--- src/rtl/updown_counter_param.sv ---
// rtl/updown_counter_param.sv - parametrised up/down counter with modulus, load, wrap/saturate and sticky flags
module updown_counter_param #(
    parameter int               WIDTH    = 4,
    parameter logic [WIDTH-1:0] MAX_VAL  = {WIDTH{1'b1}},
    parameter bit               SATURATE = 1'b0,
    parameter logic [WIDTH-1:0] RST_VAL  = '0
) (
    input  logic             clk,
    input  logic             rst,
    input  logic             en,
    input  logic             s,
    input  logic             load,
    input  logic [WIDTH-1:0] load_val,
    input  logic             clr_flags,
    output logic [WIDTH-1:0] out,
    output logic             tc,
    output logic             ovf,
    output logic             udf
);

    localparam logic [WIDTH-1:0] ZERO = '0;
    localparam logic [WIDTH-1:0] ONE  = WIDTH'(1);

    logic [WIDTH-1:0] out_next;
    logic             tc_next;
    logic             ovf_evt;
    logic             udf_evt;

    always_comb begin
        out_next = out;
        tc_next  = 1'b0;
        ovf_evt  = 1'b0;
        udf_evt  = 1'b0;
        if (load) begin
            // Clamp keeps out inside 0..MAX_VAL when the modulus is short.
            out_next = (load_val > MAX_VAL) ? MAX_VAL : load_val;
        end else if (en) begin
            if (s) begin
                if (out >= MAX_VAL) begin
                    out_next = SATURATE ? MAX_VAL : ZERO;
                    tc_next  = 1'b1;
                    ovf_evt  = 1'b1;
                end else begin
                    out_next = out + ONE;
                end
            end else begin
                if (out == ZERO) begin
                    out_next = SATURATE ? ZERO : MAX_VAL;
                    tc_next  = 1'b1;
                    udf_evt  = 1'b1;
                end else begin
                    out_next = out - ONE;
                end
            end
        end
    end

    always_ff @(posedge clk) begin
        if (rst) begin
            out <= RST_VAL;
            tc  <= 1'b0;
            ovf <= 1'b0;
            udf <= 1'b0;
        end else begin
            out <= out_next;
            tc  <= tc_next;
            // A new boundary event outranks a simultaneous clear.
            ovf <= ovf_evt | (ovf & ~clr_flags);
            udf <= udf_evt | (udf & ~clr_flags);
        end
    end

endmodule

--- config.mk ---
export PLATFORM = sky130hd
export DESIGN_NAME = updown_counter_param
export DESIGN_NICKNAME = d
export VERILOG_FILES = /design/src/rtl/updown_counter_param.sv
export SDC_FILE = /design/constraint.sdc
export NUM_CORES = 1
export LEC_CHECK = 0
export CORE_AREA = 2 2 39 41
export DETAILED_ROUTE_END_ITERATION = 10
export DIE_AREA = 0 0 41 43
export SYNTH_ARGS = -nofsm -noshare
export SYNTH_HDL_FRONTEND = slang
export SYNTH_SLANG_ARGS = --single-unit
--- constraint.sdc ---
create_clock -name clk -period 1.7 [get_ports clk]
set_clock_uncertainty 0.2 [all_clocks]
set_input_delay 0.255 -clock clk [delete_from_list [all_inputs] [get_ports clk]]
set_output_delay 0.255 -clock clk [all_outputs]
set_load 0.01 [all_outputs]
After elaboration in Yosys (flattened, before gate mapping)
Cells that the tools add are included.
{ "word_totals": {"regBits": 7, "out_inout_bits": 7, "in_bits": 10, "wordCells": 32} }
{ "op_classes": {"bitwise_logic": 6, "n_mux": 15, "add_sub_neg": 2, "n_reduce_logical": 3, "n_lt_le_gt_ge": 2} }
{ "ops": {"columns": ["op", "n"], "rows": [
  ["2-to-1 mux 4 bit", 6],
  ["2-to-1 mux 1 bit", 9],
  ["adder 4 x 1 -> 4 bit (second input constant)", 1],
  ["greater-or-equal comparator 4 bit (second input constant)", 1],
  ["> comparator 4 bit (second input constant)", 1],
  ["zero test 4 bit", 1],
  ["subtractor 4 x 1 -> 4 bit (second input constant)", 1],
  ["OR reduction 3 bit", 1],
  ["AND 1 bit", 2],
  ["NOT 1 bit", 2],
  ["OR 1 bit", 2],
  ["nonzero test 2 bit", 1]
]} }

Depth between registers and ports, before layout
Gate-level depths: netlist (run 1).
{ "logic_depth": {"depth_word": 6, "depth_mapped": 6, "mapped_depth_nobuf": 6} }

Worst setup path before layout (run 1)
No wires, ideal clock.
{ "synth_timing": {"kind": "flip-flop to flip-flop", "start": "register out[2]", "end": "register out[3]", "path_buffers": 1, "period_less_slack_ns": 1.583, "stages_incl_launch_ff": 6, "t_required_ns": 1.421, "setup_ns": 0.079, "t_arrival_ns": 1.304, "slack_ns": 0.117, "cell_sequence": "dfxtp_1 -> buf_6 -> or4_1 -> o22ai_1 -> nor3_1 -> a211oi_2"} }
{ "synth_via": {"elab_chain_len": 5, "elab_cells_between_ends": 9, "classes_between": "add/sub: 2; order compare: 1; mux: 5; reduce/logical: 1"} }
{ "synth_lines": {"columns": ["item", "line_no", "text"], "rows": [
  ["start, declared", "15", "output logic [WIDTH-1:0] out,"],
  ["start signal, assigned", "65", "out <= out_next;"],
  ["subtractor 4 x 1 -> 4 bit, or another cell as far along", "52", "out_next = out - ONE;"],
  ["2-to-1 mux 4 bit (on tied branches)", "47, 39", null],
  ["2-to-1 mux 4 bit *", "38", "if (s) begin"],
  ["2-to-1 mux 4 bit *", "37", "end else if (en) begin"],
  ["2-to-1 mux 4 bit *", "34", "if (load) begin"]
]} }
Every way passes the cells marked *; elsewhere a longest branch is shown, timed or not. The select of a mux whose other input is x is not followed.
A chain may end at the register's enable or synchronous reset.

Worst setup path in the final report (run 1)
{ "layout_timing": {"start": "register out[1]", "end": "output out[1]"} }
No word-level cell between the ends.

==> impl_metrics.tcl, run 1 <==
set metrics [dict create \
    cp.arrival_ps 1180 \
    htree_levels 1 \
    synth_area_leaders "dfxtp_1, a21oi_1, ha_1" \
    cp_max_fo 7 \
    pin_count 17 \
    max_stage_delay_ps 550 \
    crit_slowest_cell "clkdlybuf4s50_1" \
    die_h_um 43 \
    end_kind "output port" \
    placed_cell_area_um2 666 \
    multiInputGateArea_um2 293 \
    grt_pass1_wl_mm 1.77 \
    required_ps 1240 \
    slew_violations 0 \
    synth_seq_cells 7 \
    hold_buffers 0 \
    dr.pass1.iters 4 \
    yosysTopAreaCell "dfxtp_1" \
    diodes 0 \
    finalSetupViolCount 0 \
    drive_above_1_share_pct 21.8 \
    met2_usage_pct 23.8 \
    core_area_um2 1380 \
    vias 480 \
    synth_seq_area_share_pct 30.7 \
    power_uw 479 \
    avgSynthCellArea_um2 8.46 \
    min-delay-path-class "register to register" \
    syn_area_um2 457 \
    antenna_found_initial 0 \
    synth_top_area_share_pct 30.7 \
    p_per_area_nw_per_um2 668 \
    r2r-end "out[3]$_SDFFE_PP0P_" \
    worstSetupStartpointType "register" \
    critPathKind "register to output port" \
    crit_buf_inv 1 \
    worstPathCellList "clkdlybuf4s50_1" \
    clk_latency_ps 250 \
    ir_worst_vdd_uv 476 \
    holdPathEnd "ovf$_SDFF_PP0_" \
    cpLargestDelayFamily "buffers and inverters" \
    grt_usage_pct 15.1 \
    place_congestion 0.778 \
    r2r-start "out[0]$_SDFFE_PP0P_" \
    hold_viol 0 \
    slew_headroom_pct 80.1 \
    fmax_mhz 613 \
    top_usage_layer "met2" \
    first_global_vias 428 \
    finalCriticalPeriod_ps 1630 \
    hp-start "ovf$_SDFF_PP0_" \
    reg2reg_setup_slack_ps 120 \
    grt_max_degree 9 \
    tightest_slew_ps 297 \
    maxCapViolCount 0 \
    reg2reg_depth 5 \
    grtUsageMet1_pct 17.1 \
    drc 0 \
    whs_path_depth 2 \
    grt_overflow 0 \
    cts_buffers 3 \
    utilization_pct 51.8 \
    num_rows 14 \
    root_buffer "clkbuf_4" \
    cts_max_path_buffers 2 \
    via_per_inst 5.11 \
    fin_crit_sh_pct 95.9 \
    portBuffers 16 \
    tns_ps 0 \
    final_nets 91 \
    drt-initial-drc-count 11 \
    syn_nets 66 \
    postLayoutCellArea_um2 717 \
    antenna_left 0 \
    yosys.cell_types.count 27 \
    yosysWarnings 0 \
    regArea_um2 143 \
    clk_pin_slew_ps 50 \
    die_w_um 41 \
    synthCells 54 \
    met3_usage_pct 9.42 \
    outcome "complete, no violations" \
    routed_wl_mm 1.11 \
    leakage_uw 0.000325 \
    avgRoutedWirePerCell_um 11.8 \
    cts_tree "done" \
    hpwl_um 836 \
    start_util_pct 33.0 \
    cts_sinks 7 \
    die-area_um2 1760 \
    area_growth_pct 57.0 \
    rsz0062_at_grt "false" \
    fillers 151 \
]
per-layer routing:
layer | vias to the layer above | part of all wire [%]
met2 | 13 | 47
li1 | 249 | -
met3 | 0 | 6.7
met5 | - | 0
met1 | 218 | 46
met4 | 0 | 0
cells in the final DEF, fill, tap and decap left out, types with 3 or more instances in the layout:
cell type / count
a21oi_1: 7
nand2_1: 4
dlymetal6s2s_1: 3
nor3_1: 3
clkbuf_4: 3
dfxtp_1: 5
clkdlybuf4s50_1: 13
buf_4: 7
nor2_1: 3
inv_1: 4
cell type report:
cell class                      count  share of cell area [%]
Inverter                            4                    2.09
Sequential cell                     7                    19.9
Tap cell                           16                    2.79
Multi-Input combinational cell     40                    40.8
Timing Repair Buffer               23                    30.7
Clock buffer                        4                    3.66
power by group:
part	internal, uW	switching, uW	total [uW]	leakage, uW
logic	83.4	58.7	142	0.000252
registers	175	13.3	188	0.0000581
clock network	89.4	59.4	149	0.0000150
total	347	131	479	0.000325
cells by family (layout without fill, tap and decap cells):
family / count (synthesis) / count (layout) / share of synthesized area [%]
AOI/OAI and AO/OA: 16 / 16 / 23.3
xor gates and xnor gates: 2 / 2 / 3.84
adders and majority gates: 2 / 2 / 5.48
buffers and inverters: 7 / 31 / 8.49
DFF: 7 / 7 / 30.7
muxes: 2 / 2 / 4.66
and+or+nand+nor: 18 / 18 / 23.6
worst max-delay path by stage:
stage                     slack, ps                   to  depth (start not counted)                start
after floorplan                 120  out[3]$_SDFFE_PP0P_                          5  out[2]$_SDFFE_PP0P_
after global placement         -150  out[3]$_SDFFE_PP0P_                          5                    s
after detailed placement       -160  out[3]$_SDFFE_PP0P_                          5                    s
after CTS                        30               out[2]                          1  out[2]$_SDFFE_PP0P_
after global routing              6  out[3]$_SDFFE_PP0P_                          5                    s
final                            70               out[1]                          1  out[1]$_SDFFE_PP0P_
Yosys cell counts:
cell type  count
mux2_2         1
o32a_1         1
o21ai_0        2
nor2_1         3
nand2b_1       2
nor4b_2        1
nor3_1         3
buf_2          1
mux2i_1        1
o21a_1         1
buf_4          1
o22ai_1        1
nand2_1        4
a211oi_2       1
nor2b_1        2
dfxtp_1        7
buf_6          1
a21o_1         1
a311oi_1       1
a21oi_1        7
inv_1          4
xnor2_1        2
or4_1          1
nand4b_1       1
and4_2         1
a41oi_1        1
ha_1           2
state kept, by name (all words and copies together) (netlist names):
register  flops
out           4
udf           1
ovf           1
tc            1
through the flow:
stage	hold WS, ps	worst slack [ps]	instances
2_1_floorplan	120	117	54
3_3_place_gp	262	-148	90
3_5_place_dp	265	-162	90
4_1_cts	273	26.6	94
5_1_grt	295	5.61	94
6_report	268	69.8	94
timing repair:
action | in CTS | in global routing
resized for setup | 2 | 5
endpoints found under the setup margin | 2 | 5
endpoints found under the hold margin | 0 | 0
buffers inserted | 0 | 0
Power figures use the tool's default switching activity.
==> run 2, diff against run 1 <==
clock period = 2 ns   (was 1.7 ns; I/O delays follow)
==> impl_metrics.tcl, run 2 (synthesis gave the netlist of run 1 again) <==
set metrics [dict create \
    root_buffer "clkbuf_4" \
    multiInputGateArea_um2 278 \
    crit_slowest_cell "clkdlybuf4s50_1" \
    final_nets 87 \
    first_global_vias 391 \
    finalSetupViolCount 0 \
    fmax_mhz 532 \
    die_w_um 41 \
    place_congestion 0.731 \
    end_kind "output port" \
    grtUsageMet1_pct 17.4 \
    crit_buf_inv 1 \
    slew_headroom_pct 77.0 \
    outcome "complete, no violations" \
    grt_max_degree 11 \
    avgRoutedWirePerCell_um 11.5 \
    hold_buffers 0 \
    fin_crit_sh_pct 94.0 \
    drc 0 \
    grt_usage_pct 14.1 \
    finalCriticalPeriod_ps 1880 \
    clk_pin_slew_ps 50 \
    worstSetupStartpointType "register" \
    num_rows 14 \
    tightest_slew_ps 344 \
    via_per_inst 5.02 \
    regArea_um2 140 \
    maxCapViolCount 0 \
    start_util_pct 33.0 \
    required_ps 1500 \
    rsz0062_at_grt "false" \
    max_stage_delay_ps 610 \
    htree_levels 1 \
    drive_above_1_share_pct 13.5 \
    die-area_um2 1760 \
    tns_ps 0 \
    largest_register_ffs 4 \
    hpwl_um 797 \
    met2_usage_pct 20.3 \
    top_usage_layer "met2" \
    cp_max_fo 10 \
    worstPathCellList "clkdlybuf4s50_1" \
    area_growth_pct 44.9 \
    diodes 0 \
    cts_tree "done" \
    final_cell_mix "clkdlybuf4s50_1, a21oi_1, dfxtp_1" \
    pin_count 17 \
    min-delay-path-class "register to register" \
    antenna_left 0 \
    cp.arrival_ps 1380 \
    slew_violations 0 \
    critPathKind "register to output port" \
    portBuffers 16 \
    cts_sinks 7 \
    cts_max_path_buffers 2 \
    vias 452 \
    cts_buffers 3 \
    hold_viol 0 \
    fillers 155 \
    regMostFlops "out" \
    routed_wl_mm 1.03 \
    drt-initial-drc-count 6 \
    ir_worst_vdd_uv 368 \
    antenna_found_initial 0 \
    dr.pass1.iters 4 \
    met3_usage_pct 9.42 \
    cts.repair.resized 0 \
    clk_latency_ps 250 \
    utilization_pct 47.8 \
    layout_commonest_cell "clkdlybuf4s50_1" \
    core_area_um2 1380 \
    grt_overflow 0 \
    p_per_area_nw_per_um2 593 \
    cpLargestDelayFamily "buffers and inverters" \
    grt_pass1_wl_mm 1.66 \
    die_h_um 43 \
    leakage_uw 0.000253 \
    post_cts_buffers 0 \
]
==> run 2: cell count changes in the layout (fill, tap and decap cells not counted) <==
| cell | change |
|---|---|
| a311oi_1 | +1 |
| dfxtp_1 | +2 |
| dfxtp_2 | -2 |
| nor4b_4 | -1 |
| dlymetal6s2s_1 | -3 |
| a311oi_2 | -1 |
| buf_4 | -4 |
| nor4b_2 | +1 |
| clkdlybuf4s50_1 | +3 |
==> run 2: tightest hold or removal path, stage by stage (launching register included) <==
cell	delay, ps
dfxtp_1	300
nand2b_1	60
a21oi_1	60
==> run 2: final timing paths <==
path	from	end	cells past startpoint	slack, ps
worst min register to register	ovf$_SDFF_PP0_	ovf$_SDFF_PP0_	2	270
worst max register to register	out[0]$_SDFFE_PP0P_	out[0]$_SDFFE_PP0P_	6	320
worst min-delay path	ovf$_SDFF_PP0_	ovf$_SDFF_PP0_	2	270
worst max-delay path	out[2]$_SDFFE_PP0P_	out[2]	1	120
==> run 2: power by group <==
part / total (uW) / switching (uW) / internal (uW)
Combinational: 103 / 41.0 / 61.5
Clock: 128 / 51.5 / 76.1
Sequential: 162 / 14.8 / 148
==> run 2: per-stage QoR <==
| step | std cells | hold slack, ps | area [um2] | setup WS, ps | power (uW) |
|---|---|---|---|---|---|
| after global routing | 90 | 290 | 662 | 46.3 | 422 |
| after global placement | 86 | 263 | 636 | 79.4 | 267 |
| final | 90 | 272 | 662 | 121 | 393 |
| after CTS | 90 | 274 | 662 | 111 | 401 |
| after floorplan | 54 | 165 | 457 | 417 | 223 |
| after detailed placement | 86 | 266 | 636 | 70.6 | 268 |
==> run 2: layer usage <==
metal	vias up	share of wire, %
met1	205	46
met4	0	0
met3	0	6.6
met5	-	0
met2	11	47
li1	236	-
==> run 2: final cells by class <==
class	instances	area share, %
Tap cell	16	3.02
Clock buffer	4	3.97
Timing Repair Buffer	19	27.6
Inverter	4	2.27
Sequential cell	7	21.2
Multi-Input combinational cell	40	42.0
